$ cat src/rtl/median_pkg.sv
// Shared state encoding and default constants for the median frame scheduler.
package median_pkg;

    localparam int DEF_IMAGE_WIDTH    = 8;
    localparam int DEF_IMAGE_HEIGHT   = 8;
    localparam int DEF_PIXEL_WIDTH    = 8;
    localparam int DEF_FLUSH_CYCLES   = 22;
    localparam int DEF_TIMEOUT_CYCLES = 150;

    typedef enum logic [2:0] {
        ST_IDLE      = 3'd0,
        ST_FEED      = 3'd1,
        ST_FLUSH     = 3'd2,
        ST_WAIT_DONE = 3'd3,
        ST_DONE      = 3'd4,
        ST_ERROR     = 3'd5
    } state_t;

    // Larger of two integers, used to size the shared flush/timeout counter.
    function automatic int max_int(input int a, input int b);
        return (a > b) ? a : b;
    endfunction

endpackage

$ cat src/rtl/median_cycle_counter.sv
// Loadable down-counter with a zero flag; shared between the flush and timeout phases.
module median_cycle_counter
    import median_pkg::*;
#(
    parameter int WIDTH = 8
) (
    input  logic             clk,
    input  logic             rst,
    input  logic             i_load,
    input  logic [WIDTH-1:0] i_load_value,
    input  logic             i_enable,
    output logic             o_zero
);

    logic [WIDTH-1:0] r_count;

    // A load takes priority over counting; the count rests at zero rather than wrapping.
    always_ff @(posedge clk or posedge rst) begin
        if (rst) begin
            r_count <= '0;
        end else if (i_load) begin
            r_count <= i_load_value;
        end else if (i_enable && (r_count != '0)) begin
            r_count <= r_count - 1'b1;
        end
    end

    assign o_zero = (r_count == '0);

endmodule

$ cat src/rtl/median_frame_scheduler.sv
// Frame scheduler that feeds one image into a median filter, flushes its line
// buffers, then waits for the filter to report frame completion.
module median_frame_scheduler
    import median_pkg::*;
#(
    parameter int IMAGE_WIDTH    = DEF_IMAGE_WIDTH,
    parameter int IMAGE_HEIGHT   = DEF_IMAGE_HEIGHT,
    parameter int PIXEL_WIDTH    = DEF_PIXEL_WIDTH,
    parameter int FLUSH_CYCLES   = DEF_FLUSH_CYCLES,
    parameter int TIMEOUT_CYCLES = DEF_TIMEOUT_CYCLES
) (
    input  logic                                          clk,
    input  logic                                          rst,
    input  logic                                          start,
    input  logic                                          abort,
    input  logic                                          src_valid,
    input  logic [PIXEL_WIDTH-1:0]                        src_data,
    output logic                                          src_ready,
    output logic                                          filt_valid,
    output logic [PIXEL_WIDTH-1:0]                        filt_data,
    input  logic                                          filt_valid_out,
    input  logic                                          filt_frame_complete,
    output logic                                          busy,
    output logic                                          done,
    output logic                                          timeout_err,
    output logic                                          count_err,
    output logic [$clog2(IMAGE_WIDTH*IMAGE_HEIGHT+1)-1:0] out_count
);

    localparam int NUM_PIXELS = IMAGE_WIDTH * IMAGE_HEIGHT;
    localparam int CNT_W      = $clog2(NUM_PIXELS + 1);
    localparam int TMR_W      = $clog2(max_int(FLUSH_CYCLES, TIMEOUT_CYCLES) + 1);

    localparam logic [CNT_W-1:0] FRAME_PIXELS = CNT_W'(NUM_PIXELS);
    localparam logic [TMR_W-1:0] FLUSH_LOAD   = TMR_W'(FLUSH_CYCLES - 1);
    localparam logic [TMR_W-1:0] TIMEOUT_LOAD = TMR_W'(TIMEOUT_CYCLES - 1);

    state_t                 r_state;
    state_t                 w_next_state;
    logic [CNT_W-1:0]       r_pix_cnt;
    logic [CNT_W-1:0]       r_out_count;
    logic                   r_filt_valid;
    logic [PIXEL_WIDTH-1:0] r_filt_data;
    logic                   r_timeout_err;
    logic                   r_count_err;

    logic                   w_frame_fed;
    logic                   w_ready;
    logic                   w_accept;
    logic                   w_start_clear;
    logic                   w_set_timeout;
    logic                   w_tmr_load;
    logic [TMR_W-1:0]       w_tmr_value;
    logic                   w_tmr_enable;
    logic                   w_tmr_zero;
    logic                   w_next_valid;

    assign w_frame_fed  = (r_pix_cnt == FRAME_PIXELS);
    assign w_ready      = (r_state == ST_FEED) && !w_frame_fed;
    assign w_accept     = src_valid && w_ready;
    assign w_tmr_enable = (r_state == ST_FLUSH) || (r_state == ST_WAIT_DONE);

    // Next-state decode; abort always wins and also decides which phase the shared timer is loaded for.
    always_comb begin
        w_next_state  = r_state;
        w_start_clear = 1'b0;
        w_set_timeout = 1'b0;
        w_tmr_load    = 1'b0;
        w_tmr_value   = FLUSH_LOAD;
        case (r_state)
            ST_IDLE: begin
                if (start && !abort) begin
                    w_next_state  = ST_FEED;
                    w_start_clear = 1'b1;
                end
            end
            ST_FEED: begin
                if (abort) begin
                    w_next_state = ST_IDLE;
                end else if (w_frame_fed) begin
                    w_next_state = ST_FLUSH;
                    w_tmr_load   = 1'b1;
                    w_tmr_value  = FLUSH_LOAD;
                end
            end
            ST_FLUSH: begin
                if (abort) begin
                    w_next_state = ST_IDLE;
                end else if (w_tmr_zero) begin
                    w_next_state = ST_WAIT_DONE;
                    w_tmr_load   = 1'b1;
                    w_tmr_value  = TIMEOUT_LOAD;
                end
            end
            ST_WAIT_DONE: begin
                if (abort) begin
                    w_next_state = ST_IDLE;
                end else if (filt_frame_complete) begin
                    w_next_state = ST_DONE;
                end else if (w_tmr_zero) begin
                    w_next_state  = ST_ERROR;
                    w_set_timeout = 1'b1;
                end
            end
            ST_DONE: begin
                w_next_state = ST_IDLE;
            end
            ST_ERROR: begin
                if (abort) begin
                    w_next_state = ST_IDLE;
                end else if (start) begin
                    w_next_state  = ST_FEED;
                    w_start_clear = 1'b1;
                end
            end
            default: begin
                w_next_state = ST_IDLE;
            end
        endcase
    end

    // filt_valid is registered so it lines up with the state it belongs to: the echo of an accepted pixel, or held high through FLUSH.
    assign w_next_valid = (w_accept && !abort) || (w_next_state == ST_FLUSH);

    median_cycle_counter #(
        .WIDTH (TMR_W)
    ) u_cycle_counter (
        .clk          (clk),
        .rst          (rst),
        .i_load       (w_tmr_load),
        .i_load_value (w_tmr_value),
        .i_enable     (w_tmr_enable),
        .o_zero       (w_tmr_zero)
    );

    // State register.
    always_ff @(posedge clk or posedge rst) begin
        if (rst) begin
            r_state <= ST_IDLE;
        end else begin
            r_state <= w_next_state;
        end
    end

    // Forwarding path to the filter; the last accepted pixel stays on filt_data during the flush.
    always_ff @(posedge clk or posedge rst) begin
        if (rst) begin
            r_filt_valid <= 1'b0;
            r_filt_data  <= '0;
        end else begin
            r_filt_valid <= w_next_valid;
            if (w_accept) begin
                r_filt_data <= src_data;
            end
        end
    end

    // Accepted-pixel and filter-output counters, both restarted when a frame is launched.
    always_ff @(posedge clk or posedge rst) begin
        if (rst) begin
            r_pix_cnt   <= '0;
            r_out_count <= '0;
        end else if (w_start_clear) begin
            r_pix_cnt   <= '0;
            r_out_count <= '0;
        end else begin
            if (w_accept) begin
                r_pix_cnt <= r_pix_cnt + 1'b1;
            end
            if ((r_state != ST_IDLE) && filt_valid_out && (r_out_count != FRAME_PIXELS)) begin
                r_out_count <= r_out_count + 1'b1;
            end
        end
    end

    // Sticky error flags; only a new frame launch clears them, abort leaves them alone.
    always_ff @(posedge clk or posedge rst) begin
        if (rst) begin
            r_timeout_err <= 1'b0;
            r_count_err   <= 1'b0;
        end else if (w_start_clear) begin
            r_timeout_err <= 1'b0;
            r_count_err   <= 1'b0;
        end else begin
            if (w_set_timeout) begin
                r_timeout_err <= 1'b1;
            end
            if ((r_state == ST_DONE) && !abort && (r_out_count != FRAME_PIXELS)) begin
                r_count_err <= 1'b1;
            end
        end
    end

    assign src_ready   = w_ready;
    assign filt_valid  = r_filt_valid;
    assign filt_data   = r_filt_data;
    assign busy        = (r_state != ST_IDLE);
    assign done        = (r_state == ST_DONE);
    assign timeout_err = r_timeout_err;
    assign count_err   = r_count_err;
    assign out_count   = r_out_count;

endmodule

$ cat config.mk
export PLATFORM = sky130hd
export DESIGN_NAME = median_frame_scheduler
export DESIGN_NICKNAME = d
export VERILOG_FILES = /design/src/rtl/median_pkg.sv /design/src/rtl/median_cycle_counter.sv /design/src/rtl/median_frame_scheduler.sv
export SDC_FILE = /design/constraint.sdc
export NUM_CORES = 1
export LEC_CHECK = 0
export CORE_AREA = 2 2 93 95
export CTS_CLUSTER_SIZE = 20
export DETAILED_ROUTE_END_ITERATION = 6
export DIE_AREA = 0 0 95 97
export SYNTH_ARGS = -nofsm -noshare
export SYNTH_HDL_FRONTEND = slang
export SYNTH_HIERARCHICAL = 1
export SYNTH_SLANG_ARGS = --single-unit
$ cat constraint.sdc
create_clock -name clk -period 6.13 [get_ports clk]
set_input_delay 0.9195 -clock clk [delete_from_list [all_inputs] [get_ports clk]]
set_output_delay 0.9195 -clock clk [all_outputs]
set_load 0.02 [all_outputs]
==> results.txt, run 1 <==
max-slew violation count: 0
Area growth syn-to-layout: 27.8%
syn_area_per_cell: 10.3 sq um
hold depth: 1
peak supply drop: 0.000156 V
final period utilization: 0.548
GPL Wtd Cong: 0.791
drt drc: 0
Max Buffers Root-to-Sink: 2
outcome: completed
final layout net count: 256
post-synthesis sequential area ratio: 0.452
CTS Buf Count: 5
share of post-route cells with drive strength above 1: 0.114
synth unique cells: 51
total global-route track usage: 0.0989
initial antenna violation count: 0
# IOs: 36
Routed Antenna Nets: 0
Final Setup Violations: 0
CTS Hold Bufs: 0
synthesized flop and latch total: 36
diode count: 0
Worst-path clk slew: 0.08 ns
pin count of the biggest net entering global routing: 29
Wirelength per Cell: 12.3 um
leakage: 1.07 nW
vias in the first global route: 1513
clk root buf: clkbuf_8
final hold slack: 0.508 ns
critical path type: reg -> out
fmax: 297 MHz
Max FO, Critical Path: 4
Post-synth EDFFs: 0
RSZ-0062 raised after global routing: no
Syn Inst Count: 193
Hold Crit Endpoint: filt_data[5]
Die X: 95 um
worst path required time: 5.21 ns
worst reg2reg endpoint: u_cycle_counter/r_count[3]
total routed wirelength: 4.20 mm
Finished Core Util: 0.313
crit path DAT: 2.44 ns
final hold viol count: 0
worst reg2reg path depth: 10
prevailing post-synth register cell: dfrtp_1
drt pass-1 iters: 4
Sink Count: 36
r2r setup slk: 3.56 ns
worst-margin pin slew: 1.07 ns
min Tclk post-route: 3.36 ns
Async SR Flop Fraction: 1.00
CTS tree: built
Iter 0 DRT Violations: 106
Die Ht: 97 um
Post-Route Skew: 0.0109 ns
Detailed Place HPWL: 3.01 mm
setup bufs post-CTS: 0
Rel. slew slack: 0.284
htree depth: 2
hold_sp: filt_data[5]
worst hold path type: reg -> reg
die area: 9220 sq um
IO buf count: 35
pwr dens: 268 nW/um^2
Setup crit end kind: output pin
Clock Latency Late Sink: 0.29 ns
Syn. warnings: 6
first-pass GRT wire length: 7.19 mm
routed vias: 1506
site row count: 33
core area: 8130 sq um
Reg-to-Reg Start: u_cycle_counter/r_count[0]
CP Launch Type: flop
fillcell total: 847
max cap viols: 0
Post-Syn Area: 1990 sq um
Via density: 4.42
total gr overflow: 0
Initial Util: 0.245
Setup TNS: 0 ns
post-CTS sizing: 0
[how the worst max path moves through the flow]
stage	start	to	slack [ns]	cells after the start
after floorplan	r_pix_cnt[0]	src_ready	3.25	4
after global placement	r_pix_cnt[0]	src_ready	3.17	5
after detailed placement	r_pix_cnt[0]	src_ready	3.08	5
after CTS	r_pix_cnt[0]	src_ready	2.76	5
after global routing	r_pix_cnt[0]	src_ready	2.70	5
final	r_pix_cnt[0]	src_ready	2.77	5
[synthesized netlist by cell type, types with 2 or more instances]
cell type / n / area share
nor2_1: 20 / 0.038
nand2_1: 13 / 0.024
inv_1: 12 / 0.023
mux2i_1: 4 / 0.020
nand2b_1: 5 / 0.016
buf_6: 3 / 0.017
o31ai_1: 2 / 0.0075
and3_1: 4 / 0.013
or3_1: 2 / 0.0063
mux2_2: 8 / 0.045
a21oi_1: 3 / 0.0075
o21ai_1: 3 / 0.0075
nor4b_1: 2 / 0.0088
xor2_1: 9 / 0.040
nor2b_1: 3 / 0.0094
nand4_1: 3 / 0.0094
xnor2_1: 5 / 0.022
ha_1: 6 / 0.038
nand3_1: 7 / 0.018
dfrtp_1: 36 / 0.45
a211oi_1: 2 / 0.0075
a31oi_1: 3 / 0.0094
o21ai_0: 6 / 0.015
buf_2: 2 / 0.0050
conb_1: 2 / 0.0038
nor3_1: 3 / 0.0075
[state kept, by name, indices dropped and copies added, names as in the netlist]
signal                   cells
out_count                    7
filt_data                    8
r_state                      3
filt_valid                   1
r_pix_cnt                    7
count_err                    1
u_cycle_counter/r_count      8
timeout_err                  1
[critical path: stages (launching register included)]
cell             delay (ns)
dfrtp_1                0.40
inv_1                  0.06
ha_1                   0.19
and4bb_2               0.26
a2111oi_0              0.54
clkdlybuf4s50_1        0.71
[cell type report]
cell class / count / area, sq um / share of cell area
multi-input cells: 144 / 1020 / 0.400
flip-flops and latches: 36 / 901 / 0.353
repair buffers: 36 / 358 / 0.140
well taps: 105 / 131 / 0.0515
clock buffers: 7 / 86.3 / 0.0339
inverters: 12 / 45.0 / 0.0177
clock inverters: 1 / 7.51 / 0.00295
[metrics by stage]
stage	cell area [sq um]	total power (W)	setup WS, ns	instances
finish	2550	0.000683	2.77	341
global route	2550	0.000728	2.70	341
CTS	2550	0.000694	2.76	341
detailed placement	2450	0.000511	3.08	333
global placement	2450	0.000504	3.17	333
floorplan	2010	0.000427	3.25	198
[layer usage]
metal | routed length, um | vias up | part of all wire | track usage
li1 | - | 750 | - | -
met1 | 1990 | 712 | 0.47 | 0.134
met2 | 1850 | 37 | 0.44 | 0.145
met3 | 288 | 7 | 0.069 | 0.0335
met4 | 69 | 0 | 0.016 | 0.0368
met5 | 0 | - | 0 | 0
[placed cells by master (no fill, tap or decap), types with 3 or more instances in the layout]
cell,instances
dfrtp_1,36
clkdlybuf4s50_1,35
nor2_1,20
nand2_1,13
inv_1,12
xor2_1,9
mux2_2,8
nand3_1,7
conb_1,7
o21ai_0,6
ha_1,6
clkbuf_8,6
xnor2_1,5
nand2b_1,5
and3_1,4
mux2i_1,4
a31oi_1,3
nor2b_1,3
nand4_1,3
a21oi_1,3
nor3_1,3
o21ai_1,3
[power breakdown]
part	internal (W)	total, W	switching (W)
Combinational	0.0000991	0.000191	0.0000922
Sequential	0.000275	0.000312	0.0000363
Clock	0.0000914	0.000180	0.0000885
[cells by family after synthesis]
group | Yosys count | synth area share
flops | 36 | 0.452
compound gates | 31 | 0.112
simple gates | 72 | 0.209
mux | 14 | 0.0784
buf+inv | 18 | 0.0464
other cells | 2 | 0.00377
fa+ha+maj | 6 | 0.0376
xor+xnor | 14 | 0.0615
Note: power is estimated with default switching activity, not from simulation.
==> run 2, diff against run 1 <==
==> constraint.sdc (replaced) <==
create_clock -name clk -period 2.8 [get_ports clk]
set_input_delay 0.42 -clock clk [delete_from_list [all_inputs] [get_ports clk]]
set_output_delay 0.42 -clock clk [all_outputs]
set_load 0.02 [all_outputs]
==> run 2 against run 1 <==
Clock power rose to 2.5 times the previous value. Final area rose by 2.0%. Cell count rose by 1.5%. Power rose by 130%. Global-route usage rose by 0.080 points. Non-clock buffer count rose by 5. Clock-buffer cell count fell by 1. Register-to-register slack got worse by 3.0 ns. Die area did not move. Sequential share of layout area fell by 0.68 points. Largest power group unchanged.
==> results.txt, run 2 (synthesis gave the netlist of run 1 again) <==
Sink Count: 36 (unchanged)
peak supply drop: 0.000307 V (+97%)
Final WS setup: 0.383 ns (-2.39 ns)
pre-CTS setup slack: 0.305 ns (-2.77 ns)
GPL Wtd Cong: 0.830 (+4.9%)
Initial Util: 0.245 (unchanged)
Final Setup Violations: 0 (unchanged)
Via density: 4.40 (-0.27%)
pin count of the biggest net entering global routing: 29 (unchanged)
Reg-to-Reg Start: u_cycle_counter/r_count[0]
crit path DAT: 2.00 ns (-0.44 ns)
Setup TNS: 0 ns (unchanged)
commonest non-fill, non-tap cell in the layout: dfrtp_1
final layout net count: 261 (+2.0%)
IO buf count: 35 (unchanged)
Detailed Place HPWL: 3.08 mm (+2.1%)
Post-Route Skew: 0.00560 ns (-0.00528 ns)
Routed Antenna Nets: 0 (unchanged)
drt pass-1 iters: 4 (unchanged)
fmax: 414 MHz
worst hold path type: in -> async
diode count: 0 (unchanged)
vias in the first global route: 1548 (+2.3%)
r2r setup slk: 0.56 ns (-3.00 ns)
Max FO, Critical Path: 4 (unchanged)
first-pass GRT wire length: 7.17 mm (-0.28%)
core area: 8130 sq um (unchanged)
CTS Buf Count: 5 (unchanged)
drt drc: 0 (unchanged)
total routed wirelength: 4.24 mm (+0.95%)
outcome: completed
Clock Latency Late Sink: 0.28 ns (about the same)
Worst-path clk slew: 0.07 ns (about the same)
Rel. slew slack: 0.586 (+0.302)
Setup crit end kind: output pin
worst reg2reg endpoint: u_cycle_counter/r_count[2]
setup bufs post-CTS: 0 (unchanged)
share of post-route cells with drive strength above 1: 0.133 (+0.0184)
Iter 0 DRT Violations: 66 (-38%)
Area growth syn-to-layout: 30.3%
pwr dens: 600 nW/um^2 (+120%)
Die X: 95 um (unchanged)
critical path type: reg -> out
die area: 9220 sq um (unchanged)
worst-margin pin slew: 0.618 ns (-0.455 ns)
total gr overflow: 0 (unchanged)
post-CTS sizing: 1 (+1)
max cap viols: 0 (unchanged)
Max Buffers Root-to-Sink: 2 (unchanged)
total global-route track usage: 0.0997 (+0.000803)
final non-filler cell total: 346 (+1.5%)
routed vias: 1524 (+1.2%)
Die Ht: 97 um (unchanged)
RSZ-0062 raised after global routing: no
final period utilization: 0.863
leakage: 1.11 nW (+3.7%)
final hold viol count: 0 (unchanged)
worst reg2reg path depth: 8 (-2)
site row count: 33 (unchanged)
worst path required time: 2.38 ns (-2.83 ns)
Wirelength per Cell: 12.3 um (-0.51%)
placed cell count: 338 (+1.5%)
CTS tree: built
CTS Hold Bufs: 0 (unchanged)
htree depth: 2 (unchanged)
highest-count cells in the layout ignoring fill and taps: dfrtp_1 (36), clkdlybuf4s50_1 (34), nor2_1 (20)
initial antenna violation count: 0 (unchanged)
max-slew violation count: 0 (unchanged)
clk root buf: clkbuf_8
# IOs: 36 (unchanged)
min Tclk post-route: 2.42 ns
CP Launch Type: flop
-- run 2: changes by cell type in the layout (fill, tap and decap cells not counted), sizes merged --
| cell | previous run | this run |
|---|---|---|
| clkinvlp | 1 | 0 |
| clkdlybuf4s50 | 35 | 34 |
| clkbuf | 7 | 6 |
| buf | 1 | 6 |
| dlygate4sd2 | 0 | 1 |
| clkinv | 0 | 1 |
| bufinv | 0 | 1 |
-- run 2: stage by stage --
step	power (W)	cell area, sq um	hold slack (ns)	utilization
2_1_floorplan	0.000935	2010	0.236	-
5_1_grt	0.00166	2600	0.449	0.319
3_3_place_gp	0.00111	2490	0.489	0.306
6_report	0.00156	2600	0.412	0.319
4_1_cts	0.00159	2600	0.420	0.319
3_5_place_dp	0.00112	2490	0.496	0.306
-- run 2: area by class of cell --
class,instances,area (sq um)
tap,105,131
timing repair buffer,41,394
multi-input combinational,144,1020
clock buffer,6,72.6
fill,841,5540
clock inverter,2,35.0
inverter,12,45.0
sequential,36,901
-- run 2: critical path, stage by stage, from the launching register on --
cell and delay (ns):
dfrtp_1 0.39, inv_1 0.06, ha_1 0.18, and4bb_2 0.26, a2111oi_0 0.43, dlygate4sd2_1 0.39
-- run 2: routing by layer --
| metal | vias up | track usage | wire, um |
|---|---|---|---|
| li1 | 761 | - | - |
| met1 | 726 | 0.129 | 2030 |
| met2 | 35 | 0.151 | 1900 |
| met3 | 2 | 0.0350 | 262 |
| met4 | 0 | 0.0401 | 45 |
| met5 | - | 0 | 0 |
-- run 2: report_power, final --
| part | internal, W | switching [W] | leakage (nW) | total (W) |
|---|---|---|---|---|
| clock | 0.000264 | 0.000190 | 0.0552 | 0.000454 |
| sequential | 0.000603 | 0.0000748 | 0.458 | 0.000678 |
| combinational | 0.000220 | 0.000208 | 0.593 | 0.000428 |
| total | 0.00109 | 0.000472 | 1.11 | 0.00156 |
-- run 2: worst max path at each step --
stage / start / end / slack [ns] / cells after the start
floorplan: u_cycle_counter/r_count[0] / u_cycle_counter/r_count[5] / 0.29 / 8
global placement: r_pix_cnt[0] / src_ready / 0.35 / 5
detailed placement: r_pix_cnt[0] / src_ready / 0.30 / 5
CTS: r_pix_cnt[0] / src_ready / 0.33 / 5
global route: r_pix_cnt[0] / src_ready / 0.27 / 5
finish: r_pix_cnt[0] / src_ready / 0.38 / 5
==> run 3, diff against run 2 <==
--- a/config.mk
+++ b/config.mk
@@ -5,10 +5,11 @@
 export SDC_FILE = /design/constraint.sdc
 export NUM_CORES = 1
 export LEC_CHECK = 0
-export CORE_AREA = 2 2 93 95
+export CORE_AREA = 2 2 69 71
 export CTS_CLUSTER_SIZE = 20
 export DETAILED_ROUTE_END_ITERATION = 6
-export DIE_AREA = 0 0 95 97
+export DIE_AREA = 0 0 71 73
+export PLACE_DENSITY = 0.73
 export SYNTH_ARGS = -nofsm -noshare
 export SYNTH_HDL_FRONTEND = slang
 export SYNTH_HIERARCHICAL = 1
==> run 3 against run 2 <==
Sequential power is 0.7% higher. Critical path depth stayed put. Combinational power is 2% lower. Clock-buffer cell count stayed put. Cell count is 15% lower. Via count is 0.85% higher. Largest cell class unchanged.
==> results.txt, run 3 (synthesis gave the netlist of run 1 again) <==
worst hold path type: in -> async
Final Setup Violations: 0 (unchanged)
worst reg2reg endpoint: u_cycle_counter/r_count[4]
Worst-path clk slew: 0.07 ns (about the same)
post-CTS sizing: 1 (unchanged)
sw frac: 0.300 (-0.00261)
Max FO, Critical Path: 4 (unchanged)
Wirelength per Cell: 12.8 um (+4.9%)
leakage: 1.10 nW (-0.95%)
clk root buf: clkbuf_8
worst path required time: 2.38 ns (about the same)
Rel. slew slack: 0.616 (+0.0302)
crit path DAT: 2.05 ns (+0.05 ns)
CTS tree: built
Via density: 5.25 (+19%)
critical path type: reg -> out
Setup TNS: 0 ns (unchanged)
Max Buffers Root-to-Sink: 2 (unchanged)
fmax: 405 MHz (-2.2%)
pwr dens: 616 nW/um^2 (+2.6%)
Clock Latency Late Sink: 0.29 ns (about the same)
total global-route track usage: 0.164 (+0.0640)
die area: 5180 sq um (-44%)
final period utilization: 0.883 (+0.0194)
htree depth: 2 (unchanged)
total routed wirelength: 3.77 mm (-11%)
final hold viol count: 0 (unchanged)
diode count: 0 (unchanged)
drt pass-1 iters: 4 (unchanged)
# IOs: 36 (unchanged)
Die X: 71 um (-25%)
worst reg2reg path depth: 8 (unchanged)
Area growth syn-to-layout: 26.3%
Cell Int Power: 0.00109 W (-0.14%)
Routed Antenna Nets: 0 (unchanged)
CTS Buf Count: 5 (unchanged)
Sink Count: 36 (unchanged)
min Tclk post-route: 2.47 ns (+0.0544 ns)
Post-Route Skew: 0.00659 ns (+0.000992 ns)
Die Ht: 73 um (-25%)
peak supply drop: 0.000425 V (+38%)
Reg-to-Reg Start: u_cycle_counter/r_count[0]
highest-count cells in the layout ignoring fill and taps: dfrtp_1 (36), clkdlybuf4s50_1 (34), nor2_1 (20)
Initial Util: 0.440 (+0.195)
core area: 4540 sq um (-44%)
Clk network pwr share: 0.289 (-0.002)
final layout net count: 259 (-0.77%)
vias in the first global route: 1463 (-5.5%)
IO buf count: 35 (unchanged)
crit path from: r_pix_cnt[0]
NetSw: 0.000466 W (-1.4%)
max cap viols: 0 (unchanged)
RSZ-0062 raised after global routing: no
setup bufs post-CTS: 0 (unchanged)
GPL Wtd Cong: 0.904 (+9.0%)
total power: 0.00155 W (-0.51%)
Seq pwr share: 0.440 (+0.005)
CP Launch Type: flop
max-slew violation count: 0 (unchanged)
pre-CTS setup slack: 0.319 ns (+0.0145 ns)
routed vias: 1537 (+0.85%)
initial antenna violation count: 0 (unchanged)
Gate power share: 0.270 (-0.004)
Iter 0 DRT Violations: 49 (-26%)
r2r setup slk: 0.54 ns (-0.02 ns)
total gr overflow: 0 (unchanged)
outcome: completed
CTS Hold Bufs: 0 (unchanged)
site row count: 25 (-24%)
first-pass GRT wire length: 6.59 mm (-8.1%)
commonest non-fill, non-tap cell in the layout: dfrtp_1
drt drc: 0 (unchanged)
Setup crit end kind: output pin
pin count of the biggest net entering global routing: 29 (unchanged)
Detailed Place HPWL: 2.76 mm (-10%)
Setup crit end: src_ready
share of post-route cells with drive strength above 1: 0.126 (-0.00726)
worst-margin pin slew: 0.568 ns (-0.0506 ns)
Final WS setup: 0.329 ns (-0.0544 ns)
[run 3: cell types whose count changed in the layout (fill, tap and decap cells not counted), sizes merged]
cell  previous run  this run
buf              6         4
[run 3: through the flow]
step | hold slack (ns) | util | instances | cell area [sq um]
finish | 0.414 | 0.556 | 293 | 2520
global route | 0.456 | 0.556 | 293 | 2520
CTS | 0.423 | 0.556 | 293 | 2520
detailed placement | 0.494 | 0.532 | 285 | 2410
global placement | 0.490 | 0.532 | 285 | 2410
floorplan | 0.236 | - | 198 | 2010
[run 3: cell type report]
type | instances | area (sq um)
clock buffer | 6 | 72.6
clock inverter | 2 | 35.0
fill | 408 | 2020
inverter | 12 | 45.0
multi-input combinational | 144 | 1020
sequential | 36 | 901
tap | 54 | 67.6
timing repair buffer | 39 | 379
[run 3: how the worst min path moves through the flow]
stage / startpoint / to / slack (ns) / cells after the start
global route: rst / u_cycle_counter/r_count[1] / 0.46 / 2
CTS: rst / u_cycle_counter/r_count[1] / 0.42 / 2
detailed placement: filt_data[2] / filt_data[2] / 0.49 / 1
finish: rst / u_cycle_counter/r_count[1] / 0.41 / 2
floorplan: rst / u_cycle_counter/r_count[0] / 0.24 / 1
global placement: filt_data[1] / filt_data[1] / 0.49 / 1
[run 3: metal layers]
layer	vias to the layer above	GRT usage	routed length (um)
met1	740	0.218	1850
met4	0	0.0629	62
met3	7	0.0525	221
li1	753	-	-
met5	-	0	0
met2	37	0.249	1630
[run 3: power groups by stage]
| stage | Sequential (W) | Clock, W | Combinational, W |
|---|---|---|---|
| final | 0.000683 | 0.000449 | 0.000420 |
| after global routing | 0.000699 | 0.000481 | 0.000467 |
| after CTS | 0.000685 | 0.000464 | 0.000429 |
| after detailed placement | 0.000694 | 0 | 0.000428 |
| after global placement | 0.000689 | 0 | 0.000413 |
| after floorplan | 0.000738 | 0 | 0.000197 |
[run 3: critical path, cell delays in order, from the launching register on]
cell	delay (ns)
dfrtp_1	0.40
inv_1	0.06
ha_1	0.19
and4bb_2	0.26
a2111oi_0	0.45
dlygate4sd2_1	0.40
